$ cat config.mk
export PLATFORM = sky130hd
export DESIGN_NAME = pipeline_ctrl
export DESIGN_NICKNAME = d
export VERILOG_FILES = /design/src/rtl/pipeline_ctrl.sv
export SDC_FILE = /design/constraint.sdc
export NUM_CORES = 1
export LEC_CHECK = 0
export CORE_MARGIN = 2
export CORE_UTILIZATION = 45
export CTS_CLUSTER_DIAMETER = 100
export DETAILED_ROUTE_END_ITERATION = 8
export PLACE_DENSITY = 0.76
export SLEW_MARGIN = 25
export SYNTH_ARGS = -nofsm -noshare
export SYNTH_HDL_FRONTEND = slang
export SYNTH_SLANG_ARGS = --single-unit
$ cat constraint.sdc
create_clock -name clock_i -period 2.75 [get_ports clock_i]
set_input_delay 0.4125 -clock clock_i [delete_from_list [all_inputs] [get_ports clock_i]]
set_output_delay 0.4125 -clock clock_i [all_outputs]
set_load 0.005 [all_outputs]
$ cat src/rtl/pipeline_ctrl.sv
// Pipeline sequencing controller: run/step/drain FSM, load-use stall and branch flush
// generation, plus saturating run and stall counters.
module pipeline_ctrl #(
    parameter int unsigned NB_REG       = 5,
    parameter int unsigned DRAIN_CYCLES = 3,
    parameter int unsigned NB_CNT       = 32
) (
    input  logic              clock_i,
    input  logic              reset_n_i,
    input  logic              start_i,
    input  logic              mode_step_i,
    input  logic              step_i,
    input  logic              halt_detected_i,
    input  logic              idex_mem_read_i,
    input  logic [NB_REG-1:0] idex_rt_i,
    input  logic [NB_REG-1:0] ifid_rs_i,
    input  logic [NB_REG-1:0] ifid_rt_i,
    input  logic              branch_taken_i,
    output logic              enable_pc_o,
    output logic              enable_ifid_o,
    output logic              enable_pipe_o,
    output logic              bubble_idex_o,
    output logic              flush_ifid_o,
    output logic [2:0]        state_o,
    output logic              done_o,
    output logic [NB_CNT-1:0] cycle_count_o,
    output logic [15:0]       stall_count_o
);

    localparam int unsigned NB_DRAIN = (DRAIN_CYCLES > 1) ? $clog2(DRAIN_CYCLES) : 1;
    localparam logic [NB_DRAIN-1:0] DRAIN_LAST = NB_DRAIN'(DRAIN_CYCLES - 1);

    typedef enum logic [2:0] {
        StIdle  = 3'd0,
        StRun   = 3'd1,
        StStep  = 3'd2,
        StDrain = 3'd3,
        StDone  = 3'd4
    } state_t;

    state_t              r_state;
    logic                r_step_q;
    logic [NB_DRAIN-1:0] r_drain_cnt;
    logic [NB_CNT-1:0]   r_cycle_cnt;
    logic [15:0]         r_stall_cnt;

    logic w_step_edge;
    logic w_advance;
    logic w_reg_match;
    logic w_hazard;

    assign w_step_edge = step_i & ~r_step_q;
    assign w_advance   = (r_state == StRun) | ((r_state == StStep) & w_step_edge) |
                         (r_state == StDrain);
    assign w_reg_match = (idex_rt_i == ifid_rs_i) | (idex_rt_i == ifid_rt_i);
    // Draining only flushes what is already in flight, so it never stalls on a load-use.
    assign w_hazard    = w_advance & (r_state != StDrain) & idex_mem_read_i &
                         (idex_rt_i != '0) & w_reg_match;

    always_ff @(posedge clock_i or negedge reset_n_i) begin
        if (!reset_n_i) begin
            r_state     <= StIdle;
            r_step_q    <= 1'b0;
            r_drain_cnt <= '0;
        end else begin
            r_step_q <= step_i;
            case (r_state)
                StIdle: begin
                    if (start_i) begin
                        r_state <= mode_step_i ? StStep : StRun;
                    end
                end
                StRun: begin
                    if (halt_detected_i) begin
                        r_state     <= StDrain;
                        r_drain_cnt <= '0;
                    end
                end
                StStep: begin
                    if (w_step_edge && halt_detected_i) begin
                        r_state     <= StDrain;
                        r_drain_cnt <= '0;
                    end
                end
                StDrain: begin
                    r_drain_cnt <= r_drain_cnt + 1'b1;
                    if (r_drain_cnt == DRAIN_LAST) begin
                        r_state <= StDone;
                    end
                end
                StDone: r_state <= StDone;
                default: r_state <= StIdle;
            endcase
        end
    end

    always_ff @(posedge clock_i or negedge reset_n_i) begin
        if (!reset_n_i) begin
            r_cycle_cnt <= '0;
            r_stall_cnt <= '0;
        end else begin
            if (enable_pipe_o && (r_cycle_cnt != '1)) begin
                r_cycle_cnt <= r_cycle_cnt + 1'b1;
            end
            if (w_hazard && (r_stall_cnt != 16'hFFFF)) begin
                r_stall_cnt <= r_stall_cnt + 1'b1;
            end
        end
    end

    // A hazard or drain freezes fetch and injects a bubble; a pending branch is re-seen later.
    always_comb begin
        enable_pc_o   = 1'b0;
        enable_ifid_o = 1'b0;
        enable_pipe_o = 1'b0;
        bubble_idex_o = 1'b0;
        flush_ifid_o  = 1'b0;
        if (w_advance) begin
            enable_pipe_o = 1'b1;
            if ((r_state == StDrain) || w_hazard) begin
                bubble_idex_o = 1'b1;
            end else begin
                enable_pc_o   = 1'b1;
                enable_ifid_o = 1'b1;
                flush_ifid_o  = branch_taken_i;
            end
        end
    end

    assign state_o       = r_state;
    assign done_o        = (r_state == StDone);
    assign cycle_count_o = r_cycle_cnt;
    assign stall_count_o = r_stall_cnt;

endmodule

* Word level (Yosys, flattened, before mapping)
Index checks and enable logic that the tools add are counted.
Storage, ports and cells: output and inout port bits 57, bits in registers 54, bits of input ports 23
Operators by class: multiplexer cells 16, reduce and logical (&&, ||, !) cells 9, eq/ne operators 14, add/sub/neg operators 3, bitwise operators 10
Operator list (count):
- $add 32x1->32 const B | 1
- $ne 32x32->1 const B | 1
- $add 16x1->16 const B | 1
- $ne 16x16->1 const B | 1
- $pmux 3 s5 | 1
- $mux 3 | 4
- $eq 5x5->1 | 2
- $mux 1 | 7
- $and 1x1->1 | 6
- $eq 3x2->1 const B | 2
- $mux 2 | 3
- $ne 2x2->1 const B | 3
- $pmux 2 s3 | 1
- $reduce_bool 5->1 | 1
- $reduce_and 4->1 | 1
- $eq 3x1->1 const B | 1
- $eq 3x3->1 const B | 1
- $logic_and 1x1->1 | 3
- $logic_not 3->1 | 1
- $ne 3x2->1 const B | 1
- $or 1x1->1 | 3
- $reduce_and 3->1 | 1
- $reduce_bool 3->1 | 1
- $add 2x1->2 const B | 1
- other kinds (4) | 4

* Depth between registers and ports, before layout
Gate-level depths: netlist of run 1.
depth in word-level cells 12, mapped depth 8, depth with buffers taken out 6

* Worst setup path before layout of run 1
OpenSTA, ideal clock, no wires.
path type flip-flop to output port, from reg r_state[2], in the netlist state_o[2], to out enable_pc_o, data required time 2338 ps, arrival time 1711 ps, setup slack 627 ps, cell stages (with the launch flop) 9, cell sequence dfrtp_1 clkbuf_1 nand2b_1 o2bb2ai_2 nand2_1 buf_6 or2_2 and2_1 buf_4
Between the ends: cells in the longest elaborated chain, start to end 11, elaborated cells on any way between the ends 14, classes of those cells eq/ne (4); mux (2); bitwise (7); reduce/logical (1)
RTL lines:
- start, declared | RTL line 41 | state_t r_state;
- start signal, assigned | RTL line 62 | r_state <= StIdle;
- start signal, assigned | RTL line 70 | r_state <= mode_step_i ? StStep : StRun;
- start signal, assigned | RTL line 75 | r_state <= StDrain;
- $eq 3x2->1 | RTL line 53 | assign w_advance = (r_state == StRun) | ((r_state == StStep) & w_step_edge) |
- $and 1x1->1 | RTL line 53
- $or 1x1->1 (2 in a row) | RTL line 53
- $and 1x1->1 (3 in a row) | RTL line 57 | assign w_hazard = w_advance & (r_state != StDrain) & idex_mem_read_i &
- $and 1x1->1 | RTL line 58 | (idex_rt_i != '0) & w_reg_match;
- $logic_or 1x1->1 | RTL line 120 | if ((r_state == StDrain) || w_hazard) begin
- $mux 1
- $mux 1 *
- end, declared | RTL line 19 | output logic enable_pc_o,
Every way passes the cells marked *; elsewhere a longest branch is shown, timed or not.

* Final worst setup path of run 1
from in idex_rt_i[3], to out flush_ifid_o
Between the ends: cells in the longest elaborated chain, start to end 6, elaborated cells on any way between the ends 9, classes of those cells eq/ne (2); mux (2); bitwise (3); reduce/logical (2)
RTL lines:
- start, declared | RTL line 15 | input logic [NB_REG-1:0] idex_rt_i,
- $eq 5x5->1 / $reduce_bool 5->1 (equally long branches) | RTL line 55, 58
- $or 1x1->1 / $and 1x1->1 (equally long branches) | RTL line 55, 57
- $and 1x1->1 * | RTL line 58
- $logic_or 1x1->1 * | RTL line 120
- $mux 1 * | RTL line 120
- $mux 1 * | RTL line 118 | if (w_advance) begin
- end, declared | RTL line 23 | output logic flush_ifid_o,
Marked as above.

==> results of run 1 <==
[per-layer routing]
| metal | GRT usage [%] | part of all wire, % | vias to the layer above |
|---|---|---|---|
| li1 | - | - | 1162 |
| met1 | 23.67 | 43 | 1157 |
| met2 | 31.42 | 48 | 84 |
| met3 | 5.737 | 7.3 | 8 |
| met4 | 5.425 | 1.4 | 0 |
| met5 | 0 | 0 | - |
[cells in the mapped netlist (3+ instances only)]
cell	count	area share, %
a21oi_1	5	0.87
ha_1	3	1.3
nand4_1	17	3.7
xor2_1	27	8.2
nand3_1	15	2.6
inv_1	8	1.0
nor4_1	8	1.7
nor2_1	15	2.0
and4_1	3	0.92
and2_1	7	1.5
and3_1	10	2.2
nand2_1	23	3.0
nor3_1	10	1.7
dfrtp_1	54	47
mux2_2	3	1.2
buf_2	4	0.70
or2_2	4	0.87
xnor2_1	25	7.6
[state kept, by name (all words and copies together), names as in the netlist]
| name | flops |
|---|---|
| r_step_q | 1 |
| stall_count_o | 16 |
| cycle_count_o | 32 |
| state_o | 3 |
| r_drain_cnt | 2 |
[through the flow]
stage,setup TNS (ns),setup slack (ns),hold slack [ns],util (%)
after floorplan,0,0.6269,0.1169,-
after global placement,-0.1937,-0.06976,0.4506,60.47
after detailed placement,-0.3679,-0.1231,0.4656,60.47
after CTS,0,0.06663,0.2498,62.13
after global routing,0,0.09704,0.2621,62.29
final,0,0.1874,0.2146,62.29
[worst paths after layout]
check | startpoint | endpoint | slack, ns | depth (start not counted)
max in group asynchronous | reset_n_i | cycle_count_o[14] | 2.07 | 2
worst max-delay path | idex_rt_i[3] | flush_ifid_o | 0.19 | 7
worst min register to register | r_drain_cnt[0] | r_drain_cnt[0] | 0.48 | 1
worst min-delay path | reset_n_i | stall_count_o[15] | 0.21 | 2
min in group clock_i | r_drain_cnt[0] | r_drain_cnt[0] | 0.48 | 1
worst max register to register | cycle_count_o[0] | cycle_count_o[1] | 0.55 | 6
[cells by family after synthesis]
kind of cell | count (synthesis) | synth area share, %
buffers and inverters | 15 | 2.532
adder cells (fa/ha/maj) | 3 | 1.310
AO/OA/AOI/OAI | 21 | 5.238
flip-flops | 54 | 47.14
XOR/XNOR | 52 | 15.89
AND/OR/NAND/NOR | 126 | 25.80
multiplexers | 5 | 2.095
[area by class of cell]
type / instances / area, um2
clock inverter: 1 / 5.005
tap: 77 / 96.34
sequential: 54 / 1351
multi-input combinational: 207 / 1445
timing repair buffer: 91 / 873.3
fill: 530 / 2354
clock buffer: 7 / 86.33
inverter: 8 / 30.03
[placed cells by master (no fill, tap or decap), drive strengths merged, types with 11 or more instances in the layout]
cell type / instances
xor2: 27
dfrtp: 54
nand3: 15
clkdlybuf4s50: 73
nor2: 15
nand4: 19
xnor2: 25
nor4: 11
buf: 13
nand2: 23
[critical path, stage by stage]
cell and delay, ns:
clkdlybuf4s50_1 0.42, or4_1 0.54, o21a_1 0.20, nand2_1 0.08
or2_4 0.12, and3_1 0.15, dlygate4sd2_1 0.23
[power groups by stage]
stage | Sequential (uW) | Combinational (uW) | Clock, uW
final | 1050 | 827 | 456
after global routing | 1070 | 915 | 507
after CTS | 1040 | 839 | 475
after detailed placement | 1060 | 844 | 0
after global placement | 1050 | 823 | 0
after floorplan | 1030 | 464 | 0
[what timing repair did]
item | in CTS | in global routing
pin swaps | 1 | 2
buffers inserted | 2 | 1
endpoints found under the setup margin | 4 | 1
gates resized for setup | 5 | 1
gates cloned | 0 | 0
endpoints found under the hold margin | 0 | 0
==> metrics.md, run 1 <==
| Metric | Value |
|---|---|
| Max Cap Viol | 0 |
| Sw Ratio | approximately 33% |
| IO Count | 80 |
| Outcome | finished clean |
| IO buf count | 79 |
| Worst-Skew Late Latency | approximately 0.3 ns |
| Num CTS Buffers | 5 |
| Final Non-Filler Cells | roughly 450 |
| Layout cell share with drive strength beyond 1 | 9.239% |
| DR pass1 iterations | 4 |
| Clock Sinks | 54 |
| GRT Total Usage | a little under a fifth |
| Slew @ Worst Pin | approximately 0.71 ns |
| Final period utilization | 93.18% |
| CP endpoint kind | output pin |
| YS warnings | 0 |
| Unique masters post-synth | 47 |
| Max VDD drop | about 0.56 mV |
| DR vias/cell | approximately 5.4 |
| Detailed Route WL | approximately 6400 um |
| Die X | between 80 and 90 um |
| CP Data Arrival Time | between 2 and 2.5 ns |
| Placer Congestion | about 0.83 |
| Max-slew violation count | 0 |
| Fin. Hold Viols | 0 |
| Syn Area/Cell | 10.39 um2 |
| GRT Residual Overflow | 0 |
| ANT nets after route | 0 |
| Area Growth Syn to Fin | 35.62% |
| Initial antenna violation count | 0 |
| Hold buffers post-CTS | 0 |
| Crit path kind | input port to output pin |
| Power per Cell Area | ~600 nW/um2 |
| Post-synth EDFFs | 0 |
| WL per Instance | around 14 um |
| Leak pwr | between 0.0015 and 0.002 uW |
| Synth Net Count | a little over 300 |
| Top_reg_cell synth | dfrtp_1 |
| Mapped cell area | between 2000 and 3000 um2 |
| Area after DPL | roughly 3800 um2 |
| Clock share of power | 19.6% |
| Die area | 7024 um2 |
| CP Max Fanout | 3 |
| Core area | 6241 um2 |
| Antenna diode count | 0 |
| Switching power | between 700 and 800 uW |
| Worst Path Required | roughly 2.3 ns |
| CP startpoint kind | input port |
| # setup viols final | 0 |
| Vias | about 2400 |
| Max_slew headroom | 51.93% |
| Sequential area share after synthesis | between 40% and 50% |
| NumNets Final | a little under 400 |
| Initial drt markers | ~110 |
| Yosys reg bits | 54 |
| Post-route cell area | ~3900 um2 |
| Fin crit period | approximately 2.6 ns |
| Initial Util | between 40% and 50% |
| Asr flop ratio synth | 100.0% |
| FP Rows | 29 |
| Dpl cells | 434 |
| CTS clock-pin slew for the worst setup and hold paths | 0.09 ns |
| RSZ-0062 raised after global routing | no |
| Maximum number of pins on one net before global-route repair | 55 |
| Total power | 2329 uW |
| Clk_skew | around 0.0050 ns |
| Vias in the first global route | between 2000 and 2500 |
| Die H | between 80 and 90 um |
| Mapped Cells | 276 |
| Hold Crit Class | input port to async pin |
| F_max | 390.2 MHz |
| Comb power frac | 35.5% |
| Clock root cell | clkbuf_8 |
| Int Pwr | roughly 1600 uW |
| CTS H-tree lvls | 2 |
| DRC viols | 0 |
| CTS max path bufs | 2 |
| CTS tree | built |
| DP HPWL | ~4700 um |
| Power share of the sequential group | 44.9% |
| First-pass GRT wire length | roughly 11000 um |
(Power assumes the default switching activity.)
==> inputs of run 2 (changes only) <==
--- a/config.mk
+++ b/config.mk
@@ -5,6 +5,7 @@
 export SDC_FILE = /design/constraint.sdc
 export NUM_CORES = 1
 export LEC_CHECK = 0
+export CORE_ASPECT_RATIO = 1.75
 export CORE_MARGIN = 2
 export CORE_UTILIZATION = 45
 export CTS_CLUSTER_DIAMETER = 100
==> run 2 against run 1 <==
  * Routed wire length increased by 2.3%
  * Sequential power hardly changed
  * Final cell count rose by 0.45%
  * Critical endpoint unchanged
  * Clock skew up 0.0012 ns
  * Largest power group unchanged
  * Sequential cell count stayed put
  * Maximum frequency is 0.50% higher
  * Setup slack gained 0.013 ns
==> metrics.md, run 2 (synthesis results as in run 1) <==
| Metric | Value |
|---|---|
| Hold Crit Class | input port to async pin |
| Final period utilization | 92.72% |
| Clock Sinks | 54 |
| CTS max path bufs | 2 |
| Die X | between 60 and 70 um |
| Initial Util | around 46% |
| Fin. Hold Viols | 0 |
| CP startpoint kind | input port |
| Power per Cell Area | ~620 nW/um2 |
| CP endpoint kind | output pin |
| WL per Instance | 14.63 um |
| Initial antenna violation count | 0 |
| Die H | roughly 110 um |
| GRT Residual Overflow | 0 |
| # setup viols final | 0 |
| Vias in the first global route | 2355 |
| CP Data Arrival Time | about 2.1 ns |
| Most frequent cells in the layout | clkdlybuf4s50_1, dfrtp_1, xor2_1, xnor2_1, nand2_1 |
| GRT Total Usage | around a fifth |
| CTS H-tree lvls | 2 |
| Detailed Route WL | around 6500 um |
| CTS clock-pin slew for the worst setup and hold paths | 0.09 ns |
| ANT nets after route | 0 |
| Max-slew violation count | 0 |
| Num CTS Buffers | 5 |
| GR Layer Usage met2 | ~35% |
| DR vias/cell | 5.356 |
| Fin crit period | around 2.5 ns |
| Clk_skew | ~0.0062 ns |
| CP Max Fanout | 3 |
| Dpl cells | ~440 |
| Crit path kind | input port to output pin |
| Final Non-Filler Cells | around 450 |
| Core area | roughly 6000 um2 |
| Max reg flops | 32 |
| Layout cell share with drive strength beyond 1 | approximately 10% |
| Worst-Skew Late Latency | a little over 0.3 ns |
| Maximum number of pins on one net before global-route repair | 55 |
| FP Rows | 38 |
| Placer Congestion | 0.8671 |
| R2R Path End | cycle_count_o[1] |
| Met1 Track Usage GR | 22.94% |
| F_max | 392.2 MHz |
| Hold buffers post-CTS | 0 |
| Outcome | finished clean |
| NumNets Final | between 300 and 400 |
| Worst Path Required | between 2 and 2.5 ns |
| DR pass1 iterations | 4 |
| RSZ-0062 raised after global routing | no |
| Global routing usage on met3 | under 10% |
| Clock root cell | clkbuf_8 |
| Area Growth Syn to Fin | 36.80% |
| Hold slack | between 0.2 and 0.25 ns |
| FF-to-FF Start | cycle_count_o[0] |
| Grt peak-use layer | met2 |
| Most common cell after layout, fill and taps aside | clkdlybuf4s50_1 |
| Initial drt markers | 160 |
| Max VDD drop | 0.7168 mV |
| Die area | 7049 um2 |
| R2R Setup Slk | just over 0.7 ns |
| Vias | 2394 |
| Max Cap Viol | 0 |
| IO Count | 80 |
| CTS tree | built |
| DRC viols | 0 |
| DP HPWL | roughly 4800 um |
| First-pass GRT wire length | about 11000 um |
| R2R depth | 6 |
| IO buf count | around 80 |
| Slew @ Worst Pin | ~0.69 ns |
| Antenna diode count | 0 |
| Leak pwr | around 0.0018 uW |
| Max_slew headroom | between 50% and 60% |
==> run 2: layout make-up <==
type / count / area, um2
fill: 531 / 2260
inverter: 8 / 30.03
sequential: 54 / 1351
clock inverter: 1 / 30.03
multi-input combinational: 207 / 1458
clock buffer: 6 / 82.58
tap: 80 / 100.1
timing repair buffer: 91 / 869.6
==> run 2: metrics by stage <==
stage | area [um2] | setup WS (ns) | total power, uW | utilization (%) | TNS (ns)
global placement | 3792 | -0.08326 | 1895 | 61.36 | -0.2713
floorplan | 2867 | 0.6269 | 1489 | - | 0
CTS | 3904 | -0.02287 | 2468 | 63.16 | -0.02287
detailed placement | 3792 | -0.1089 | 1919 | 61.36 | -0.3883
global route | 3921 | 0.09285 | 2602 | 63.44 | 0
finish | 3921 | 0.2001 | 2442 | 63.44 | 0
==> run 2: worst max-delay path by stage <==
stage                      start            end  slack [ns]  depth (start not counted)
floorplan             state_o[2]    enable_pc_o        0.63                          8
global placement    idex_rt_i[0]   flush_ifid_o       -0.08                          7
detailed placement  idex_rt_i[2]  bubble_idex_o       -0.11                          8
CTS                 ifid_rs_i[4]  bubble_idex_o       -0.02                          8
global route        idex_rt_i[1]   flush_ifid_o        0.09                          7
finish              idex_rt_i[1]   flush_ifid_o        0.20                          7
==> run 2: routing by layer <==
layer,up-vias,wire [um]
li1,1156,-
met1,1162,2583
met2,71,3498
met3,5,360
met4,0,97
met5,-,0
==> run 2: timing repair <==
item / in CTS / in global routing
buffers inserted: 1 / 0
pin swaps: 2 / 1
resized for setup: 7 / 5
setup endpoints to repair: 4 / 1
==> run 2: report_power, final <==
group | internal (uW) | switching, uW
clock | 292 | 262
sequential | 898 | 154
combinational | 458 | 378
==> run 2: critical path, cell delays in order <==
cell	delay [ns]
clkdlybuf4s50_1	0.42
or4_1	0.53
o21a_1	0.23
nand2_2	0.08
or2_4	0.11
and3_1	0.14
dlygate4sd2_1	0.22
